$ cat src/rtl/rr_port_arbiter.sv
// Round-robin arbiter sharing one single-port byte store among NUM_REQ requesters.
// Tracks store occupancy and returns read data to the granted requester after RD_LAT cycles.
module rr_port_arbiter #(
    parameter  int NUM_REQ = 4,
    parameter  int DATA_W  = 8,
    parameter  int DEPTH   = 16,
    parameter  int RD_LAT  = 1,
    localparam int ID_W    = $clog2(NUM_REQ),
    localparam int OCC_W   = $clog2(DEPTH + 1)
) (
    input  logic                        clk,
    input  logic                        rst_n,
    input  logic [NUM_REQ-1:0]          req,
    input  logic [NUM_REQ-1:0]          req_op,
    input  logic [NUM_REQ*DATA_W-1:0]   req_data,
    output logic [NUM_REQ-1:0]          gnt,
    output logic                        rsp_valid,
    output logic [ID_W-1:0]             rsp_id,
    output logic [DATA_W-1:0]           rsp_data,
    output logic                        res_wr,
    output logic                        res_rd,
    output logic [DATA_W-1:0]           res_in,
    input  logic [DATA_W-1:0]           res_out,
    output logic [OCC_W-1:0]            occupancy,
    output logic                        full,
    output logic                        empty
);

    localparam int                SUM_W    = ID_W + 1;
    localparam int                CNT_W    = $clog2(RD_LAT + 1);
    localparam logic [OCC_W-1:0]  OCC_FULL = OCC_W'(DEPTH);
    localparam logic [ID_W-1:0]   LAST_ID  = ID_W'(NUM_REQ - 1);
    localparam logic [SUM_W-1:0]  NUM_SUM  = SUM_W'(NUM_REQ);
    localparam logic [CNT_W-1:0]  CNT_LAST = CNT_W'(RD_LAT);
    localparam logic [CNT_W-1:0]  CNT_CAPT = CNT_W'(RD_LAT - 1);

    typedef enum logic [1:0] {IDLE, GRANT, RD_WAIT} state_t;

    state_t              state;
    logic [ID_W-1:0]     rr_ptr;
    logic [ID_W-1:0]     sel;
    logic [CNT_W-1:0]    cnt;
    logic [NUM_REQ-1:0]  elig;
    logic                found;
    logic [ID_W-1:0]     pick;
    logic [SUM_W-1:0]    idx;

    // A write needs room, a read needs data; blocked requesters are skipped.
    assign elig = req & ((req_op & {NUM_REQ{~full}}) | (~req_op & {NUM_REQ{~empty}}));

    always_comb begin
        // NOTE: every variable gets a default before the loop so no path infers a latch.
        found = 1'b0;
        pick  = '0;
        idx   = '0;
        for (int k = 0; k < NUM_REQ; k++) begin
            idx = {1'b0, rr_ptr} + SUM_W'(k);
            if (idx >= NUM_SUM)
                idx = idx - NUM_SUM;
            if (!found && elig[idx[ID_W-1:0]]) begin
                found = 1'b1;
                pick  = idx[ID_W-1:0];
            end
        end
    end

    // NOTE: non-blocking assignments so every register samples pre-edge values.
    always_ff @(posedge clk or negedge rst_n) begin
        if (!rst_n) begin
            state     <= IDLE;
            rr_ptr    <= '0;
            sel       <= '0;
            cnt       <= '0;
            occupancy <= '0;
            full      <= 1'b0;
            empty     <= 1'b1;
            gnt       <= '0;
            res_wr    <= 1'b0;
            res_rd    <= 1'b0;
            res_in    <= '0;
            rsp_valid <= 1'b0;
            rsp_id    <= '0;
            rsp_data  <= '0;
        end else begin
            gnt       <= '0;
            res_wr    <= 1'b0;
            res_rd    <= 1'b0;
            rsp_valid <= 1'b0;
            case (state)
                IDLE: begin
                    if (found) begin
                        sel    <= pick;
                        gnt    <= NUM_REQ'(1) << pick;
                        res_in <= req_data[pick*DATA_W +: DATA_W];
                        res_wr <= req_op[pick];
                        res_rd <= ~req_op[pick];
                        state  <= GRANT;
                    end
                end
                GRANT: begin
                    rr_ptr <= (sel == LAST_ID) ? '0 : sel + 1'b1;
                    // res_wr is high during GRANT exactly when the selection is a write.
                    if (res_wr) begin
                        occupancy <= occupancy + 1'b1;
                        full      <= (occupancy + 1'b1 == OCC_FULL);
                        empty     <= 1'b0;
                        state     <= IDLE;
                    end else begin
                        occupancy <= occupancy - 1'b1;
                        full      <= 1'b0;
                        empty     <= (occupancy == OCC_W'(1));
                        cnt       <= CNT_W'(1);
                        if (RD_LAT == 1) begin
                            rsp_data  <= res_out;
                            rsp_id    <= sel;
                            rsp_valid <= 1'b1;
                        end
                        state <= RD_WAIT;
                    end
                end
                RD_WAIT: begin
                    // rsp_valid is visible in the final wait cycle, RD_LAT cycles after res_rd.
                    if (cnt == CNT_LAST) begin
                        state <= IDLE;
                    end else begin
                        cnt <= cnt + 1'b1;
                        if (cnt == CNT_CAPT) begin
                            rsp_data  <= res_out;
                            rsp_id    <= sel;
                            rsp_valid <= 1'b1;
                        end
                    end
                end
                default: state <= IDLE;
            endcase
        end
    end

endmodule

$ cat config.mk
export PLATFORM = sky130hd
export DESIGN_NAME = rr_port_arbiter
export DESIGN_NICKNAME = d
export VERILOG_FILES = /design/src/rtl/rr_port_arbiter.sv
export SDC_FILE = /design/constraint.sdc
export NUM_CORES = 1
export LEC_CHECK = 0
export ABC_AREA = 0
export CORE_ASPECT_RATIO = 0.7
export CORE_MARGIN = 3
export CORE_UTILIZATION = 25
export CTS_CLUSTER_SIZE = 14
export DETAILED_ROUTE_END_ITERATION = 8
export PLACE_DENSITY = 0.47
export SLEW_MARGIN = 0
export SYNTH_ARGS = -nofsm -noshare
export SYNTH_HDL_FRONTEND = slang
export SYNTH_SLANG_ARGS = --single-unit
$ cat constraint.sdc
create_clock -name clk -period 5.4 [get_ports clk]
set_clock_uncertainty 0.15 [all_clocks]
set_input_delay 0.54 -clock clk [delete_from_list [all_inputs] [get_ports clk]]
set_output_delay 0.54 -clock clk [all_outputs]
set_load 0.02 [all_outputs]
# Word level (Yosys, flattened, before mapping)
# Cells that the tools add are included.
# classes
shifts,2
muxes,48
order_cmp,9
bitwise,8
eq_ne,9
addsub,11
n_reduce_logical,12
# op_table
op,n
indexed part select 32 x 6 -> 8 bit,1
two-way mux 2 bit,14
two-way mux 1 bit,19
two-way mux 8 bit,2
case mux 8 bit (2 select lines),1
less-than comparator 2 x 3 -> 1 bit (second input constant),5
AND 4 bit,3
binary-select mux 1 bit (select 2 bit),5
greater-or-equal comparator 3 bit (second input constant),3
two-way mux 4 bit,2
inequality test 2 bit (second input constant),4
subtractor 2 x 1 -> 2 bit (second input constant),4
adder 2 x 2 -> 3 bit (second input constant),2
case mux 2 bit (3 select lines),1
AND reduction 2 bit,3
adder 5 x 1 -> 5 bit (second input constant),1
equality test 5 x 1 -> 1 bit (second input constant),1
equality test 5 bit (second input constant),1
two-way mux 5 bit,1
subtractor 5 x 1 -> 5 bit (second input constant),1
equality test 2 bit (second input constant),2
NOT 4 bit,1
OR 4 bit,1
case mux 1 bit (2 select lines),2
other kinds (13),19
# totals
reg_bits,39
out_inout_bits,32
inputBits,50

# Logic depth before layout (Yosys ltp)
# depth
depth_word,21
ltp_mapped,7
depth_no_buf,6

# Least setup slack after synthesis
# No wires, ideal clock.
# synth_path
path_kind,in2reg
startpoint,input port req_op[0]
endpoint,register res_in[6]
n_path_buf,1
t_required_ns,5.146
arrival_time_ns,2.037
cell_stages,7
setup_time_ns,0.104
setup_slack_ns,3.109
cell_sequence,mux2_2 a211oi_1 o32a_4 nor2_8 buf_12 mux2i_1 a221oi_1
# synth_via
elab_chain_len,17
word_cells_on_any_way,29
classes_between,1 x shift; 16 x mux; 5 x bitwise; 7 x reduce/logical
# synth_lines
element,line,rtl
"start, declared",14,"input logic [NUM_REQ-1:0] req_op,"
NOT 4 bit,49,assign elig = req & ((req_op & {NUM_REQ{~full}}) | (~req_op & {NUM_REQ{~empty}}));
AND 4 bit,49,
OR 4 bit (*),49,
AND 4 bit (*),49,
binary-select mux 1 bit (select 2 bit),60,if (!found && elig[idx[ID_W-1:0]]) begin
two-way mux 1 bit (not written as such),60,
two-way mux 1 bit,60,
zero test 1 bit,60,
logical AND 1 bit,60,
two-way mux 1 bit,60,
zero test 1 bit,60,
logical AND 1 bit,60,
two-way mux 1 bit,60,
zero test 1 bit,60,
logical AND 1 bit,60,
two-way mux 2 bit or two-way mux 1 bit (tied branches),60,
indexed part select 32 x 6 -> 8 bit or AND reduction 2 bit (tied branches),-,
"end signal, assigned",94,res_in <= req_data[pick*DATA_W +: DATA_W];
"end, declared",22,"output logic [DATA_W-1:0] res_in,"
# Every way passes the cells marked *; elsewhere a longest branch is shown, timed or not. The select of a mux whose other input is x is not followed.
# A chain may end at the register's enable or synchronous reset.

# Worst setup path in the final report
# layout_path
startpoint,input port req_op[1]
endpoint,register res_in[0]
# Same word-level chain as after synthesis.

==> flow_metrics.py <==
metrics = {
    "outcome": {
        "status": "finished clean",
    },
    "logic_synthesis": {
        "synthFlopType": "dfrtp_1",
        "yosys-top-cells-area": "dfrtp_1 44%, mux2_2 8.3%, mux2i_1 7.9%, ha_1 4.6%, nor2_1 2.6%",
        "synth_top_cell_area_share_pct": 44.1,
        "netlist_instances": 190,
        "avgSynthCellArea_um2": 11.4,
        "synth-edff-count": 0,
        "netlist.top_cell.by_area": "dfrtp_1",
        "synth_nets": 248,
        "seq_area_frac_synth_pct": 45.3,
        "synth.distinct_cells": 43,
        "yosys_warnings": 0,
        "netlist_area_um2": 2160,
        "synth-async-reset-ratio_pct": 100,
        "ys_seq_elements": 39,
    },
    "power": {
        "p_per_area_nw_per_um2": 567,
        "p_leak_nw": 1.32,
        "ir_drop_mv": 0.154,
    },
    "die": {
        "die_y_um": 83.7,
        "core-area_um2": 8110,
        "start_util_pct": 26.6,
        "num_rows": 27,
        "die_x_um": 117,
        "die_area_um2": 9800,
        "ios": 82,
    },
    "setup_path": {
        "startpoint_type": "input pin",
        "critPathKind": "input pin to register",
        "cp_common_cell": "and2_1",
        "critPathMaxStageDelay_ps": 570,
        "r2r_end": "res_in[5]",
        "critPathRequiredTime_ps": 5370,
        "worst_path_max_delay_cell": "clkdlybuf4s50_1",
        "r2r-start": "empty",
        "critPathMaxFanout": 12,
        "worstSetupEndpointType": "register",
        "cp_cell_sequence": "clkdlybuf4s50_1 -> mux2i_4 -> a22oi_4 -> o221ai_2 -> and2_1 -> and2_1 -> a221oi_1",
        "worstPathArrival_ps": 2790,
        "reg2reg_depth": 6,
        "reg2reg_setup_slack_ps": 2880,
    },
    "drt": {
        "wirelength_um": 5400,
        "drc_errors": 0,
        "wl_per_cell_um": 14.5,
        "final_antenna_net_count": 0,
        "drt_iter0_markers": 67,
        "num_vias": 1692,
        "dr.pass1.iters": 4,
        "via_per_inst": 4.54,
    },
    "worst_hold_path": {
        "hold_path.class": "input pin to async pin",
    },
    "place": {
        "port_buffers": 81,
        "dp_slack_ps": 2250,
        "gp_congestion": 0.777,
        "dp_hpwl_um": 4200,
    },
    "layout": {
        "nets": 329,
        "diodes": 0,
        "area_growth_pct": 47.9,
        "mostFrequentLayoutCells": "80 x clkdlybuf4s50_1, 38 x dfrtp_1, 17 x mux2i_1",
        "layout_commonest_cell": "clkdlybuf4s50_1",
        "drive_gt1_share_pct": 13.6,
    },
    "clocking": {
        "cts_hold_buf": 0,
        "numCtsBuffers": 5,
        "clk_latency_ps": 280,
        "cts_setup_buffers": 0,
        "clockBufferDepth": 2,
        "path_clk_slew_ps": 60,
        "cts_root_buffer": "clkbuf_16",
        "cts.repair.resized": 0,
        "cts_sinks": 39,
        "cts_tree": "yes",
        "cts_htree_levels": 2,
    },
    "timing": {
        "fin_setup_tns_ps": 0,
        "finalHoldViolations": 0,
        "slew_headroom_pct": 41.3,
        "period_share_pct": 52.1,
        "min_period_ps": 2810,
        "worst_slew_pin_slew_ps": 880,
        "layout_setup_ws_ps": 2590,
        "setup_viol": 0,
        "rsz0062_at_grt": "no",
        "slew_viol_final": 0,
        "fmax_mhz": 355,
    },
    "grt": {
        "grt_pass1_vias": 1680,
        "overflow": 0,
        "grt_antenna_before_repair": 0,
        "grt_max_degree": 40,
        "grt_pass1_wl_um": 8900,
        "grtUsageTotal_pct": 11.5,
    },
    "job": {
        "maxCapViolations": 0,
    },
}
==> worst max-delay path, delay by kind of cell <==
kind | cells | cell delay [ps]
AND/OR/NAND/NOR | 2 | 890
buffers and inverters | 1 | 570
multiplexers | 1 | 360
AO/OA/AOI/OAI | 3 | 430
==> power breakdown <==
part           internal, mW  leakage [nW]  switching (mW)  total [mW]
clock                 0.170        0.0658           0.118       0.288
sequential            0.429         0.464           0.109       0.538
combinational         0.489         0.786           0.496       0.985
==> synth_stat cells (all sizes together) (2+ instances only) <==
| master | instances |
|---|---|
| a211oi | 2 |
| and2 | 3 |
| nor3 | 5 |
| o21ai | 8 |
| o21a | 2 |
| ha | 8 |
| nor2 | 16 |
| a221oi | 8 |
| mux2i | 18 |
| clkbuf | 5 |
| and3 | 2 |
| inv | 9 |
| xor2 | 2 |
| nand2 | 11 |
| mux2 | 16 |
| xnor2 | 5 |
| a21o | 2 |
| a21oi | 4 |
| nor2b | 5 |
| dfrtp | 38 |
| buf | 2 |
| nand3 | 5 |
==> cell type report <==
type,instances,area [um2]
Clock inverter,3,20.0
Timing Repair Buffer,81,806
Tap cell,101,126
Fill cell,826,4920
Inverter,9,33.8
Clock buffer,5,125
Sequential cell,39,977
Multi-Input combinational cell,135,1100
==> worst max path at each step <==
stage | slack (ps) | start | to | cells past startpoint
after floorplan | 3110 | req_op[0] | res_in[6] | 7
after global placement | 2350 | req_op[1] | res_in[6] | 7
after detailed placement | 2250 | req_op[3] | res_in[5] | 7
after CTS | 2580 | req_op[1] | res_in[2] | 7
after global routing | 2370 | req_op[1] | res_in[7] | 7
final | 2590 | req_op[1] | res_in[0] | 7
==> per-layer routing <==
layer  track usage (%)  routed length [um]  up-vias  share of wire, %
li1                  -                   -      843                 -
met1              17.6                2780      789                51
met2              15.6                2230       55                41
met3              2.83                 331        5               6.1
met4              3.44                  65        0               1.2
met5                 0                   0        -                 0
==> per-stage QoR <==
step	hold slack (ps)	power, mW	instance area [um2]	cells	utilization, %
2_1_floorplan	94.4	1.18	2160	190	-
3_3_place_gp	339	1.54	3050	365	37.6
3_5_place_dp	336	1.54	3050	365	37.6
4_1_cts	283	1.84	3190	373	39.4
5_1_grt	325	1.96	3190	373	39.4
6_report	231	1.81	3190	373	39.4
==> flip-flops by register name (all words and copies together) (netlist names) <==
signal and cells:
sel 2, empty 1, state 2, res_rd 1, full 1, rsp_data 8, cnt 1, res_wr 1
rr_ptr 2, res_in 8, rsp_id 2, rsp_valid 1, occupancy 5, gnt 4
==> kinds of logic (layout without fill, tap and decap cells) <==
family          count (synthesis)  after routing  share of synthesized area [%]
compound gates                 34             34                           13.9
xor+xnor                        7              7                           2.84
fa+ha+maj                       8              8                           4.64
buf+inv                        16             98                           3.59
flops                          39             39                           45.3
mux                            34             34                           17.3
simple gates                   52             52                           12.5
No activity file was read; power rests on OpenSTA's default activity.
